[config.mk]
export PLATFORM = sky130hd
export DESIGN_NAME = width_128to24
export DESIGN_NICKNAME = d
export VERILOG_FILES = /design/src/rtl/width_128to24_pkg.sv /design/src/rtl/width_128to24.sv
export SDC_FILE = /design/constraint.sdc
export NUM_CORES = 1
export LEC_CHECK = 0
export BUFFER_PORTS_ARGS = -buffer_cell sky130_fd_sc_hd__buf_2
export CAP_MARGIN = 20
export CORE_MARGIN = 8
export CORE_UTILIZATION = 39
export CTS_CLUSTER_SIZE = 40
export DETAILED_ROUTE_END_ITERATION = 7
export PLACE_DENSITY = 0.61
export REMOVE_ABC_BUFFERS = 1
export SETUP_SLACK_MARGIN = 0.02
export SLEW_MARGIN = 20
export SYNTH_ARGS = -nofsm -noshare
export SYNTH_HDL_FRONTEND = slang
export SYNTH_SLANG_ARGS = --single-unit
export TNS_END_PERCENT = 1
[constraint.sdc]
create_clock -name clk -period 3.1 [get_ports clk]
set_clock_uncertainty 0.05 [all_clocks]
set_input_delay 0.31 -clock clk [delete_from_list [all_inputs] [get_ports clk]]
set_output_delay 0.31 -clock clk [all_outputs]
set_load 0.05 [all_outputs]
[src/rtl/width_128to24_pkg.sv]
// Shared width constants for the 128<->24 bit stream width converters.
// Both the 24-to-128 packer and the 128-to-24 unpacker import this package
// so that the buffer and counter sizes stay in step.
package width_128to24_pkg;

    localparam int IN_W  = 128;
    localparam int OUT_W = 24;
    localparam int BUF_W = 152;
    localparam int CNT_W = 8;

    // Counter-width copies of the word sizes, used for buf_bits arithmetic
    localparam logic [CNT_W-1:0] IN_CNT      = 8'd128;
    localparam logic [CNT_W-1:0] OUT_CNT     = 8'd24;
    localparam logic [CNT_W-1:0] TWO_OUT_CNT = 8'd48;

    // Place a wide input word at the top of an empty buffer-wide vector
    function automatic logic [BUF_W-1:0] align_in_word(input logic [IN_W-1:0] word);
        return {word, {(BUF_W-IN_W){1'b0}}};
    endfunction

endpackage

[src/rtl/width_128to24.sv]
// Width converter: unpacks a stream of 128-bit words into a stream of
// 24-bit words, MSB first, with valid/ready handshakes on both sides.
// Bits are held in an MSB-aligned buffer; every bit below the valid
// region is kept at zero so new words can simply be OR-ed in.
module width_128to24
    import width_128to24_pkg::*;
(
    input  logic                clk,
    input  logic                rst_n,
    input  logic                valid_in,
    output logic                ready_in,
    input  logic [IN_W-1:0]     data_in,
    output logic                valid_out,
    input  logic                ready_out,
    output logic [OUT_W-1:0]    data_out,
    output logic [CNT_W-1:0]    buf_bits
);

    logic [BUF_W-1:0] buf_q;
    logic [BUF_W-1:0] buf_next;
    logic [BUF_W-1:0] buf_shifted;
    logic [CNT_W-1:0] cnt_q;
    logic [CNT_W-1:0] cnt_next;
    logic [CNT_W-1:0] cnt_after_out;
    logic             valid_q;
    logic             in_fire;
    logic             out_fire;

    assign valid_out = valid_q;
    assign data_out  = buf_q[BUF_W-1 -: OUT_W];
    assign buf_bits  = cnt_q;

    // A word can be taken when it still fits after this cycle's possible
    // output shift; this keeps the count at or below 151 at all times.
    assign ready_in = (cnt_q < OUT_CNT) || ((cnt_q < TWO_OUT_CNT) && ready_out);
    assign in_fire  = valid_in && ready_in;
    assign out_fire = valid_q && ready_out;

    // Next buffer contents: drop the emitted slice first, then append the
    // incoming word directly below whatever valid bits remain.
    always_comb begin
        buf_shifted   = buf_q;
        cnt_after_out = cnt_q;
        if (out_fire) begin
            buf_shifted   = buf_q << OUT_W;
            cnt_after_out = cnt_q - OUT_CNT;
        end
        buf_next = buf_shifted;
        cnt_next = cnt_after_out;
        if (in_fire) begin
            buf_next = buf_shifted | (align_in_word(data_in) >> cnt_after_out);
            cnt_next = cnt_after_out + IN_CNT;
        end
    end

    // Buffer, bit counter and output-valid flag all update together; the
    // valid flag is registered so valid_out has no combinational path.
    always_ff @(posedge clk or negedge rst_n) begin
        if (!rst_n) begin
            buf_q   <= '0;
            cnt_q   <= '0;
            valid_q <= 1'b0;
        end else begin
            buf_q   <= buf_next;
            cnt_q   <= cnt_next;
            valid_q <= (cnt_next >= OUT_CNT);
        end
    end

endmodule

==> results.json, run 1 <==
{
  "status": "finished clean",
  "cp-start-kind": "flip-flop",
  "fin_area_um2": 13800,
  "setup_violations": 0,
  "antenna_cells": 0,
  "crit_arrival_ns": 3.19,
  "grt_start_max_net_pins": 97,
  "met1_length_um": 17500,
  "synthDistinctLibCells": 57,
  "dp_cells": 1677,
  "fin_crit_ns": 2.92,
  "yosys.area_share.simple_pct": 11.5,
  "rows": 64,
  "cellPowerDensity_nw_per_um2": 1270,
  "wl_met3_um": 3140,
  "top_layer_used": "met4",
  "path_class": "reg -> reg",
  "max-cap-violations": 0,
  "synth_area_leader_cell": "dfrtp_1",
  "ios": 166,
  "worstPathRequired_ns": 3.37,
  "final_cells": 1709,
  "cts_buffer_depth": 2,
  "drt_wl_total_um": 40500,
  "synth_top_family_by_area": "multiplexers",
  "synth_top_flop_cell": "dfrtp_1",
  "cts_tree": "built",
  "wl_per_cell_um": 23.7,
  "clkSinkCount": 158,
  "final_util_pct": 45.5,
  "synth_edf_count": 0,
  "cts.clk_slew.worst_paths_ns": 0.06,
  "end_kind": "flip-flop",
  "grt_overflow_total": 0,
  "yosys_register_bits": 158,
  "cts_htree_levels": 4,
  "clk_latency_ns": 0.42,
  "cp_max_fo": 8,
  "synth_top_area_share_pct": 33.1,
  "timing.final.crit_share_pct": 94.3,
  "dr.pass1.iters": 6,
  "postSynthCellCount": 1193,
  "synthesis.area_um2": 11900,
  "grt_pass1_wl_um": 62400,
  "fp.dieW_um": 191,
  "grt_use_total_pct": 21.8,
  "place_hpwl_um": 28600,
  "p_leak_nw": 5.93,
  "synthAdderAreaFrac_pct": 0.105,
  "ys_seq_area_share_pct": 33.1,
  "area_growth_pct": 15.5,
  "num_vias": 10700,
  "die_h_um": 191,
  "hold_violations": 0,
  "layout-drive-gt1-share_pct": 29.6,
  "initial_core_util_pct": 39.3,
  "slew_headroom_pct": 36.1,
  "fmaxAchievable_ghz": 0.342,
  "drt_iter0_drc": 1262,
  "place_congestion": 0.893,
  "antenna_found_initial": 0,
  "postCtsSetupRepairBufs": 0,
  "dpl_cell_area_um2": 13200,
  "syn_area_per_cell_um2": 10.0,
  "ys_top_cells_by_area": "dfrtp_1, mux4_2, mux2i_1, nor2_1, mux2_2",
  "total_power_mw": 17.6,
  "fp.dieArea_um2": 36500,
  "core_region_area_um2": 30300,
  "timing.hold.ws_ns": 0.188,
  "finalNetCount": 1435,
  "synth_warnings": 0,
  "wl_met2_um": 18600,
  "viasPerCell": 6.26,
  "rsz0062_at_grt": "false",
  "drv_slew": 0,
  "synthXorXnorAreaFrac_pct": 0.513,
  "ant_nets": 0,
  "min_path_type": "in -> reg",
  "cts_root_buf": "clkbuf_16",
  "tightest_slew_ns": 0.959,
  "synth_compound_area_share_pct": 18.0,
  "grt_pass1_vias": 10600,
  "ir_drop_mv": 0.735,
  "synthArstFlopShare_pct": 100,
  "port_buffers": 162,
  "drc": 0,
  "synth.area.mux_share_pct": 30.8,
  "cts_buffers": 17
}
through the flow:
stage	setup WS [ns]	TNS, ns
CTS	0.159	0
detailed placement	0.242	0
global route	0.0266	0
floorplan	-6.46	-875.99
global placement	0.273	0
finish	0.178	0
routing by layer:
| layer | up-vias | track usage [%] |
|---|---|---|
| li1 | 4777 | - |
| met1 | 5356 | 29.9 |
| met2 | 495 | 34.0 |
| met3 | 70 | 4.20 |
| met4 | 0 | 7.82 |
| met5 | - | 0 |
registers in the layout (all words and copies together), names as in the netlist:
name and cells:
valid_out 1, buf_q 152, buf_bits 5
cells in the final DEF, fill, tap and decap left out, types with 5 or more instances in the layout:
cell / synthesis / layout
nand2_1: 92 / 91
o211ai_1: 22 / 22
mux2_2: 50 / 50
buf_12: 0 / 10
mux4_2: 75 / 75
mux2i_1: 143 / 142
a211oi_1: 5 / 5
o22a_1: 8 / 8
a222oi_1: 8 / 8
o31a_1: 8 / 8
buf_4: 36 / 45
nand3_1: 16 / 15
a22o_1: 5 / 5
a221oi_1: 24 / 24
a21oi_1: 11 / 11
o2bb2ai_1: 6 / 6
a21o_1: 5 / 5
clkbuf_16: 0 / 17
a31oi_1: 14 / 14
o21ai_0: 40 / 40
nor2_1: 186 / 185
and2_1: 22 / 21
o221ai_1: 32 / 32
o22ai_1: 62 / 62
a22oi_1: 16 / 16
dfrtp_1: 158 / 158
buf_2: 23 / 161
a32oi_1: 6 / 6
area by class of cell:
cell class                      count  area (um^2)
Clock buffer                       23          468
Clock inverter                      7          113
Fill cell                        2894        16600
Inverter                            5         18.8
Multi-Input combinational cell    900         7360
Sequential cell                   158         3950
Tap cell                          396          495
Timing Repair Buffer              220         1390
cell families (layout without fill, tap and decap cells):
logic type      Yosys count  count (layout)
buf+inv                 137             255
other cells               1               3
xor+xnor                  4               4
flops                   158             158
simple gates            333             333
compound gates          291             291
fa+ha+maj                 1               1
mux                     268             268
worst max-delay path: stages, from the launching register on:
cell,delay (ns)
dfrtp_1,0.51
nand2_4,0.13
a211oi_1,0.38
xnor2_2,0.17
clkinv_1,0.29
nor2_2,0.48
nand2_1,0.48
o221ai_1,0.32
power breakdown:
group          switching, mW  internal, mW
clock network          0.838          1.30
registers              0.606          3.03
logic                   6.94          4.87
cell usage after synthesis (3+ instances only):
cell type    n
a211o_1      3
a211oi_1     5
a21o_1       5
a21oi_1     11
a221o_1      3
a221oi_1    24
a222oi_1     8
a22o_1       5
a22oi_1     16
a2bb2oi_1    3
a31oi_1     14
a32oi_1      6
and2_1      22
buf_1        5
buf_2       23
buf_4       36
buf_6        4
clkbuf_1    64
dfrtp_1    158
mux2_2      50
mux2i_1    143
mux4_2      75
nand2_1     92
nand3_1     16
nand4_1      4
nor2_1     186
nor3_1       3
o211ai_1    22
o21ai_0     40
o221ai_1    32
o22a_1       8
o22ai_1     62
o2bb2ai_1    6
o31a_1       8
o31ai_1      3
path summary, 6_finish.rpt:
| kind | from | to | slack, ns | cells after the start |
|---|---|---|---|---|
| setup / recovery | valid_out | buf_q[8] | 0.18 | 7 |
| hold / removal | data_in[120] | buf_q[144] | 0.19 | 3 |
| setup reg to reg | valid_out | buf_q[8] | 0.18 | 7 |
| hold reg to reg | buf_q[5] | buf_q[5] | 0.44 | 1 |
| max in group asynchronous | rst_n | buf_q[79] | 1.82 | 3 |
| min in group asynchronous | rst_n | buf_q[142] | 0.20 | 2 |
what timing repair did:
action                                  4_1_cts  5_1_grt
endpoints found under the setup margin        0        1
hold endpoints to repair                    102        0
resized for setup                             0        1
hold buffers                                  1        0
Power figures use the tool's default switching activity.
==> run 2: changes to the inputs <==
CTS_BUF_LIST = sky130_fd_sc_hd__clkbuf_8 sky130_fd_sc_hd__clkbuf_16   (was not set)
==> run 2 against run 1 <==
Against the previous run: maximum frequency down 0.19%; register-to-register slack about the same; combinational power about the same; clock power about the same; design area unchanged; setup slack worse by 0.0055 ns; power about the same; sequential power about the same; critical path depth unchanged; flip-flop and latch count unchanged; worst hold slack worse by 0.0011 ns; critical endpoint unchanged.
==> results.json, run 2 (synthesis results as in run 1) <==
{
  "status": "finished clean",
  "dr.pass1.iters": 6,
  "fmaxAchievable_ghz": 0.342,
  "cp-start-kind": "flip-flop",
  "slowest_stage": "dfrtp_1",
  "wl_per_cell_um": 23.7,
  "drc": 0,
  "grt_overflow_total": 0,
  "finalNetCount": 1435,
  "fp.dieW_um": 191,
  "antenna_found_initial": 0,
  "cts_buffers": 17,
  "layout-drive-gt1-share_pct": 29.6,
  "setup_slack_ns": 0.172,
  "ir_drop_mv": 0.734,
  "ios": 166,
  "hold_violations": 0,
  "crit_chain": "nand2_4 > a211oi_1 > xnor2_2 > clkinv_1 > nor2_2 > nand2_1 > o221ai_1",
  "min_path_type": "in -> reg",
  "path_class": "reg -> reg",
  "fin_crit_ns": 2.93,
  "slew_headroom_pct": 37.0,
  "rsz0062_at_grt": "false",
  "port_buffers": 162,
  "viasPerCell": 6.25,
  "drt_iter0_drc": 1276,
  "grt_use_total_pct": 21.8,
  "grt_pass1_wl_um": 62400,
  "p_leak_nw": 5.95,
  "area_growth_pct": 15.5,
  "setup_violations": 0,
  "final_cell_mix": "nor2_1, buf_2, dfrtp_1",
  "fp.dieArea_um2": 36500,
  "fin_area_um2": 13800,
  "dpl_cell_area_um2": 13200,
  "clk_latency_ns": 0.43,
  "place_hpwl_um": 28600,
  "num_vias": 10700,
  "place_congestion": 0.893,
  "cts_htree_levels": 4,
  "slowest_delay_ns": 0.50,
  "timing.hold.ws_ns": 0.187,
  "end_kind": "flip-flop",
  "total_power_mw": 17.6,
  "timing.final.crit_share_pct": 94.4,
  "tightest_slew_ns": 0.945,
  "cpLargestDelayFamily": "simple AND/OR/NAND/NOR gates",
  "largest-register": "buf_q",
  "final_util_pct": 45.5,
  "grt_pass1_vias": 10600,
  "grt_start_max_net_pins": 97,
  "postCtsSetupRepairBufs": 0,
  "cts.clk_slew.worst_paths_ns": 0.06,
  "fin_tns_setup_ns": 0,
  "antenna_cells": 0,
  "cts_root_buf": "clkbuf_16",
  "largest_reg_flops": 152,
  "cellPowerDensity_nw_per_um2": 1270,
  "ant_nets": 0,
  "final_cells": 1709,
  "dp_cells": 1677,
  "initial_core_util_pct": 39.3,
  "cp_num_buf_inv": 1,
  "rows": 64,
  "worstPathRequired_ns": 3.37,
  "cts_buffer_depth": 2,
  "core_region_area_um2": 30300,
  "dp_slack_ns": 0.242,
  "crit_arrival_ns": 3.20,
  "cts_tree": "built",
  "max-cap-violations": 0,
  "cp_max_fo": 8,
  "clkSinkCount": 158,
  "final_common_cell": "nor2_1",
  "drt_wl_total_um": 40500,
  "drv_slew": 0,
  "die_h_um": 191
}
[run 2: metal layers]
layer,wire length (um),vias up,global-route usage (%)
met3,3170,74,4.20
met4,1220,0,7.82
met1,17400,5351,29.9
li1,-,4777,-
met2,18700,484,34.0
met5,0,-,0
[run 2: final timing paths]
| check | slack, ns | depth (start not counted) | startpoint | end |
|---|---|---|---|---|
| worst max-delay path | 0.17 | 7 | valid_out | buf_q[8] |
| worst min-delay path | 0.19 | 3 | data_in[120] | buf_q[144] |
| worst max register to register | 0.17 | 7 | valid_out | buf_q[8] |
| worst min register to register | 0.44 | 2 | buf_q[102] | buf_q[126] |
| max in group asynchronous | 1.83 | 3 | rst_n | buf_q[79] |
| min in group asynchronous | 0.20 | 2 | rst_n | buf_q[142] |
[run 2: where the power goes]
part / internal [mW] / switching, mW
combinational: 4.87 / 6.94
sequential: 3.03 / 0.607
clock: 1.28 / 0.839
[run 2: timing repair]
action / CTS / global route
endpoints found under the hold margin: 102 / 0
setup endpoints to repair: 0 / 1
gates resized for setup: 0 / 1
hold buffers: 1 / 0
[run 2: worst min-delay path, delay by kind of cell]
family	cells	cell delay, ns
and+or+nand+nor	1	0.10
buffers and inverters	1	0.12
AOI/OAI and AO/OA	1	0.08
[run 2: final cells by class]
type                            instances  area, um^2
Clock buffer                           19         453
Clock inverter                         11         128
Fill cell                            2894       16600
Inverter                                5        18.8
Multi-Input combinational cell        900        7360
Sequential cell                       158        3950
Tap cell                              396         495
Timing Repair Buffer                  220        1390
